### src/rtl/mag_serial.sv
// mag_serial: nibble-serial unsigned magnitude comparator with cascade inputs.
// Operands are captured on an accepted start. One 4-bit slice is compared per
// clock, and the result is published with a one-cycle done pulse.
// Optional build macro MAG_SERIAL_EARLY_EN processes nibbles MS-first. With it,
// the compare finishes on the first unequal nibble. Without it, nibbles go
// LS-first and the latency is a fixed NIB clocks. Results are the same either way.

module mag_serial #(
    parameter int WIDTH = 16
) (
    input  logic             clk,
    input  logic             resetl,
    input  logic             start,
    input  logic [WIDTH-1:0] a,
    input  logic [WIDTH-1:0] b,
    input  logic             casc_gt,
    input  logic             casc_eq,
    input  logic             casc_lt,
    output logic             busy,
    output logic             done,
    output logic             gt,
    output logic             eq,
    output logic             lt
);

    // state  | meaning
    // S_IDLE | waiting for start; outputs hold the last result
    // S_RUN  | comparing one nibble per clock; start is ignored

    localparam int NIB = WIDTH / 4;
    localparam int CW  = (NIB > 1) ? $clog2(NIB) : 1;

    typedef enum logic {
        S_IDLE,
        S_RUN
    } state_t;

    typedef enum logic [1:0] {
        W_EQ = 2'd0,
        W_GT = 2'd1,
        W_LT = 2'd2
    } work_t;

    state_t           state;
    work_t            work;
    work_t            work_next;
    work_t            casc_work;
    logic [CW-1:0]    cnt;
    logic [CW-1:0]    idx;
    logic [WIDTH-1:0] a_q;
    logic [WIDTH-1:0] b_q;
    logic [3:0]       nib_a;
    logic [3:0]       nib_b;
    logic             nib_gt;
    logic             nib_lt;
    logic             last_nib;
    logic             finish;

    // Resolve the cascade inputs: gt wins over lt; anything else is a tie.
    always_comb begin
        casc_work = W_EQ;
        casez ({casc_gt, casc_lt, casc_eq})
            3'b1??:  casc_work = W_GT;
            3'b01?:  casc_work = W_LT;
            default: casc_work = W_EQ;
        endcase
    end

`ifdef MAG_SERIAL_EARLY_EN
    // MS-first order: step 0 looks at the top nibble.
    always_comb begin
        idx = CW'(NIB - 1) - cnt;
    end
`else
    // LS-first order: step k looks at nibble k.
    always_comb begin
        idx = cnt;
    end
`endif

    // Select the current nibble of each captured operand.
    always_comb begin
        nib_a = 4'h0;
        nib_b = 4'h0;
        for (int i = 0; i < NIB; i++) begin
            if (idx == CW'(i)) begin
                nib_a = a_q[4*i +: 4];
                nib_b = b_q[4*i +: 4];
            end
        end
    end

    // One 4-bit cascade slice: an unequal nibble overrides, equal passes through.
    always_comb begin
        nib_gt    = (nib_a > nib_b);
        nib_lt    = (nib_a < nib_b);
        last_nib  = (cnt == CW'(NIB - 1));
        work_next = work;
        if (nib_gt) begin
            work_next = W_GT;
        end else if (nib_lt) begin
            work_next = W_LT;
        end
`ifdef MAG_SERIAL_EARLY_EN
        // MS-first: the first difference decides, so stop there.
        finish = last_nib | nib_gt | nib_lt;
`else
        finish = last_nib;
`endif
    end

    // Control FSM with registered handshake and result outputs.
    always_ff @(posedge clk or negedge resetl) begin
        if (!resetl) begin
            state <= S_IDLE;
            work  <= W_EQ;
            cnt   <= '0;
            a_q   <= '0;
            b_q   <= '0;
            busy  <= 1'b0;
            done  <= 1'b0;
            gt    <= 1'b0;
            eq    <= 1'b0;
            lt    <= 1'b0;
        end else begin
            done <= 1'b0;
            case (state)
                S_IDLE: begin
                    if (start) begin
                        a_q   <= a;
                        b_q   <= b;
                        work  <= casc_work;
                        cnt   <= '0;
                        busy  <= 1'b1;
                        state <= S_RUN;
                    end
                end
                S_RUN: begin
                    work <= work_next;
                    if (finish) begin
                        cnt   <= '0;
                        busy  <= 1'b0;
                        done  <= 1'b1;
                        gt    <= (work_next == W_GT);
                        eq    <= (work_next == W_EQ);
                        lt    <= (work_next == W_LT);
                        state <= S_IDLE;
                    end else begin
                        cnt <= cnt + CW'(1);
                    end
                end
                default: begin
                    state <= S_IDLE;
                end
            endcase
        end
    end

endmodule

### config.mk
export PLATFORM = sky130hd
export DESIGN_NAME = mag_serial
export DESIGN_NICKNAME = d
export VERILOG_FILES = /design/src/rtl/mag_serial.sv
export SDC_FILE = /design/constraint.sdc
export NUM_CORES = 1
export LEC_CHECK = 0
export ABC_AREA = 1
export CAP_MARGIN = 30
export CORE_ASPECT_RATIO = 0.6
export CORE_UTILIZATION = 46
export DETAILED_ROUTE_END_ITERATION = 12
export GPL_ROUTABILITY_DRIVEN = 0
export HOLD_SLACK_MARGIN = 0.08
export MAX_ROUTING_LAYER = met4
export PLACE_DENSITY = 0.76
export SYNTH_ARGS = -nofsm -noshare
export SYNTH_HDL_FRONTEND = slang
export SYNTH_SLANG_ARGS = --single-unit
export TNS_END_PERCENT = 100
### constraint.sdc
create_clock -name clk -period 6.05 [get_ports clk]
set_clock_uncertainty 0.2 [all_clocks]
set_input_delay 1.815 -clock clk [delete_from_list [all_inputs] [get_ports clk]]
set_output_delay 1.815 -clock clk [all_outputs]
set_load 0.1 [all_outputs]
==> flow_metrics.py <==
metrics = {
    "run_status": {
        "status": "finished clean",
    },
    "pwr": {
        "p_leak_nw": 1.316,
        "p_int_w": 0.0007558,
        "swShare_pct": 46.68,
        "combPwrFrac_pct": 51.6,
        "p_clk_share_pct": 13.6,
        "pwr_density_cell_mw_per_mm2": 558.7,
        "power_frac_seq_pct": 34.8,
        "switchingPower_w": 0.0006618,
        "ir_worst_vdd_v": 0.0001870,
    },
    "critical_path": {
        "ff2ff_path_depth": 15,
        "r2r_slack_ns": 3.29,
        "path_class": "register to output pin",
        "crit_required_ns": 4.03,
        "worst_path_max_delay_cell": "clkdlybuf4s50_1",
        "cp_num_buf_inv": 1,
        "crit_family": "buffers and inverters",
        "end_kind": "output pin",
        "crit_cells": 1,
        "reg2reg_from": "cnt[1]$_DFFE_PN0P_",
        "cpPeakStageDelay_ns": 1.13,
        "rr_endpoint": "lt$_DFFE_PN0P_",
        "cp_max_fo": 2,
        "cp_cell_sequence": "clkdlybuf4s50_1",
        "critPathArrivalTime_ns": 1.80,
        "start_kind": "register",
    },
    "sta": {
        "fin_crit_sh_pct": 63.11,
        "setup_violations": 0,
        "slew_violations": 0,
        "max_freq_ghz": 0.2619,
        "hold_violations": 0,
        "rsz0062_at_grt": "no",
        "min_period_ns": 3.818,
        "fin_tns_setup_ns": 0,
        "tightest_slew_ns": 0.9610,
        "slew-limit-headroom_pct": 35.74,
    },
    "logic_synthesis": {
        "ys_seq_area_share_pct": 51.69,
        "yosys.area_share.adder_pct": 4.923,
        "synthTopCellsByArea": "dfrtp_1 52%, nand2_1 27%, ha_1 4.9%, a21oi_1 2.2%, o21ai_0 2.2%",
        "synth_xor_area_share_pct": 0,
        "ys_ff_latch": 42,
        "synth_top_area_share_pct": 51.69,
        "synth_top_family_by_area": "simple AND/OR/NAND/NOR gates",
        "yosysWarnings": 0,
        "synth_top_area_cell": "dfrtp_1",
        "syn-mean-instance-area_um2": 7.850,
        "muxShareOfSynthArea_pct": 0,
        "syn_inst": 259,
        "synthSimpleGateAreaFrac_pct": 31.26,
        "synth.net_count": 305,
        "ys_types": 19,
        "synth_compound_area_share_pct": 6.031,
        "netlist_area_mm2": 0.002033,
    },
    "routing": {
        "num_vias": 1709,
        "wl_mm": 4.148,
        "vias_per_cell": 4.760,
        "ant_nets": 0,
        "post_drt_wl_per_cell_um": 11.55,
        "firstDrtPassIters": 4,
        "drt_iter0_markers": 65,
        "drc": 0,
    },
    "finish": {
        "drive_above_1_share_pct": 4.682,
        "syn_to_final_growth_pct": 24.80,
        "stdcell_area_mm2": 0.002537,
        "layout.nets": 344,
        "antenna_cells": 0,
    },
    "job": {
        "maxCapViolations": 0,
    },
    "clock_tree": {
        "cts_buffers": 5,
        "clk_pin_slew_worst_paths_ns": 0.08,
        "clockBufferDepth": 2,
        "cts_tree": "done",
        "htreeDepth": 2,
        "clk_latency_ns": 0.31,
        "root_buffer": "clkbuf_8",
        "cts_resized": 0,
        "postCtsHoldBufs": 0,
        "cts.repair_timing.setup_buffer_count": 0,
        "clock-sinks": 42,
    },
    "worst_hold_path": {
        "hp-class": "register to register",
        "min_path_cells": 2,
        "hold_path_end": "lt$_DFFE_PN0P_",
        "hp-start": "lt$_DFFE_PN0P_",
    },
    "global_route": {
        "grtUsageTotal_pct": 21.23,
        "grt_pass1_wl_mm": 7.072,
        "first_global_vias": 1595,
        "grt_max_degree": 43,
        "grt_overflow_total": 0,
        "antenna_found_initial": 0,
    },
    "floorplanning": {
        "design.die.area_mm2": 0.004698,
        "fp.dieH_um": 53.50,
        "ioPinCount": 43,
        "core_mm2": 0.004167,
        "die_w_um": 87.83,
        "rows": 18,
        "start_util_pct": 48.80,
    },
    "placement": {
        "hpwlAfterDp_mm": 2.878,
        "dpl_cell_area_mm2": 0.002442,
        "numPortBuffers": 41,
    },
}
==> power groups by stage <==
| stage | clock, W | sequential, W | combinational [W] |
|---|---|---|---|
| 6_report | 0.000193 | 0.000493 | 0.000732 |
| 5_1_grt | 0.000205 | 0.000509 | 0.000846 |
| 4_1_cts | 0.000197 | 0.000492 | 0.000734 |
| 3_5_place_dp | 0 | 0.000495 | 0.000728 |
| 3_3_place_gp | 0 | 0.000493 | 0.000710 |
| 2_1_floorplan | 0 | 0.000579 | 0.000478 |
==> cell usage in the layout (no fill, tap or decap) <==
cell             netlist  layout
nand2_1              146     146
dfrtp_1               42      42
clkdlybuf4s50_1        0      40
inv_1                 11      11
o21ai_0                9       9
a21oi_1                9       9
ha_1                   8       8
nor2_1                 7       7
nand3_1                6       6
clkbuf_8               0       6
inv_2                  3       3
o211ai_1               2       2
o22ai_1                2       2
nor2_2                 1       1
nand2_4                1       1
o21ai_1                1       1
nand4_1                1       1
nand3b_1               1       1
clkinvlp_4             0       1
clkinv_2               0       1
buf_2                  3       1
==> routing by layer <==
metal  global-route usage [%]  vias up  share of wire [%]
met5                        -        -                  0
met4                    7.377        0                1.3
met3                    5.616        8                5.6
met2                    31.78       38                 41
met1                    27.95      781                 53
li1                         -      882                  -
==> flip-flops by register name (all words and copies together), names as in the netlist <==
| signal | count |
|---|---|
| a_q | 16 |
| cnt | 2 |
| eq | 1 |
| lt | 1 |
| done | 1 |
| gt | 1 |
| b_q | 16 |
| work | 2 |
| busy | 1 |
| state | 1 |
==> per-stage QoR <==
stage | power (W) | worst slack, ns | util [%] | instances | hold WS, ns
global route | 0.001560 | 2.201 | 60.90 | 359 | 0.3093
floorplan | 0.001057 | 3.137 | - | 259 | 0.2436
detailed placement | 0.001223 | 2.437 | 58.62 | 351 | 0.2672
CTS | 0.001422 | 2.224 | 60.90 | 359 | 0.2894
finish | 0.001418 | 2.232 | 60.90 | 359 | 0.2857
global placement | 0.001204 | 2.464 | 58.62 | 351 | 0.2616
==> cell type report <==
| cell class | count | area [um^2] |
|---|---|---|
| multi-input cells | 194 | 858.3 |
| inverters | 14 | 52.55 |
| well taps | 60 | 75.07 |
| clock inverters | 2 | 12.51 |
| fillers | 381 | 1629 |
| repair buffers | 41 | 405.4 |
| flip-flops and latches | 42 | 1051 |
| clock buffers | 6 | 82.58 |
==> synthesized netlist by cell type, drive strengths merged <==
cell / number
nand2: 147
dfrtp: 42
inv: 14
o21ai: 10
a21oi: 9
buf: 9
ha: 8
nor2: 8
nand3: 6
o211ai: 2
o22ai: 2
nand3b: 1
nand4: 1
==> how the worst max path moves through the flow <==
stage / start / end / slack (ns)
2_1_floorplan: busy$_DFFE_PN0P_ / busy / 3.14
3_3_place_gp: start / work[1]$_DFFE_PN0P_ / 2.46
3_5_place_dp: start / work[1]$_DFFE_PN0P_ / 2.44
4_1_cts: gt$_DFFE_PN0P_ / gt / 2.22
5_1_grt: lt$_DFFE_PN0P_ / lt / 2.20
6_report: gt$_DFFE_PN0P_ / gt / 2.23
==> kinds of logic (layout without fill, tap and decap cells) <==
family                   after synthesis  after routing
adder cells (fa/ha/maj)                8              8
AO/OA/AOI/OAI                         23             23
AND/OR/NAND/NOR                      163            163
buffers and inverters                 23             63
flip-flops                            42             42
Power figures use the tool's default switching activity.
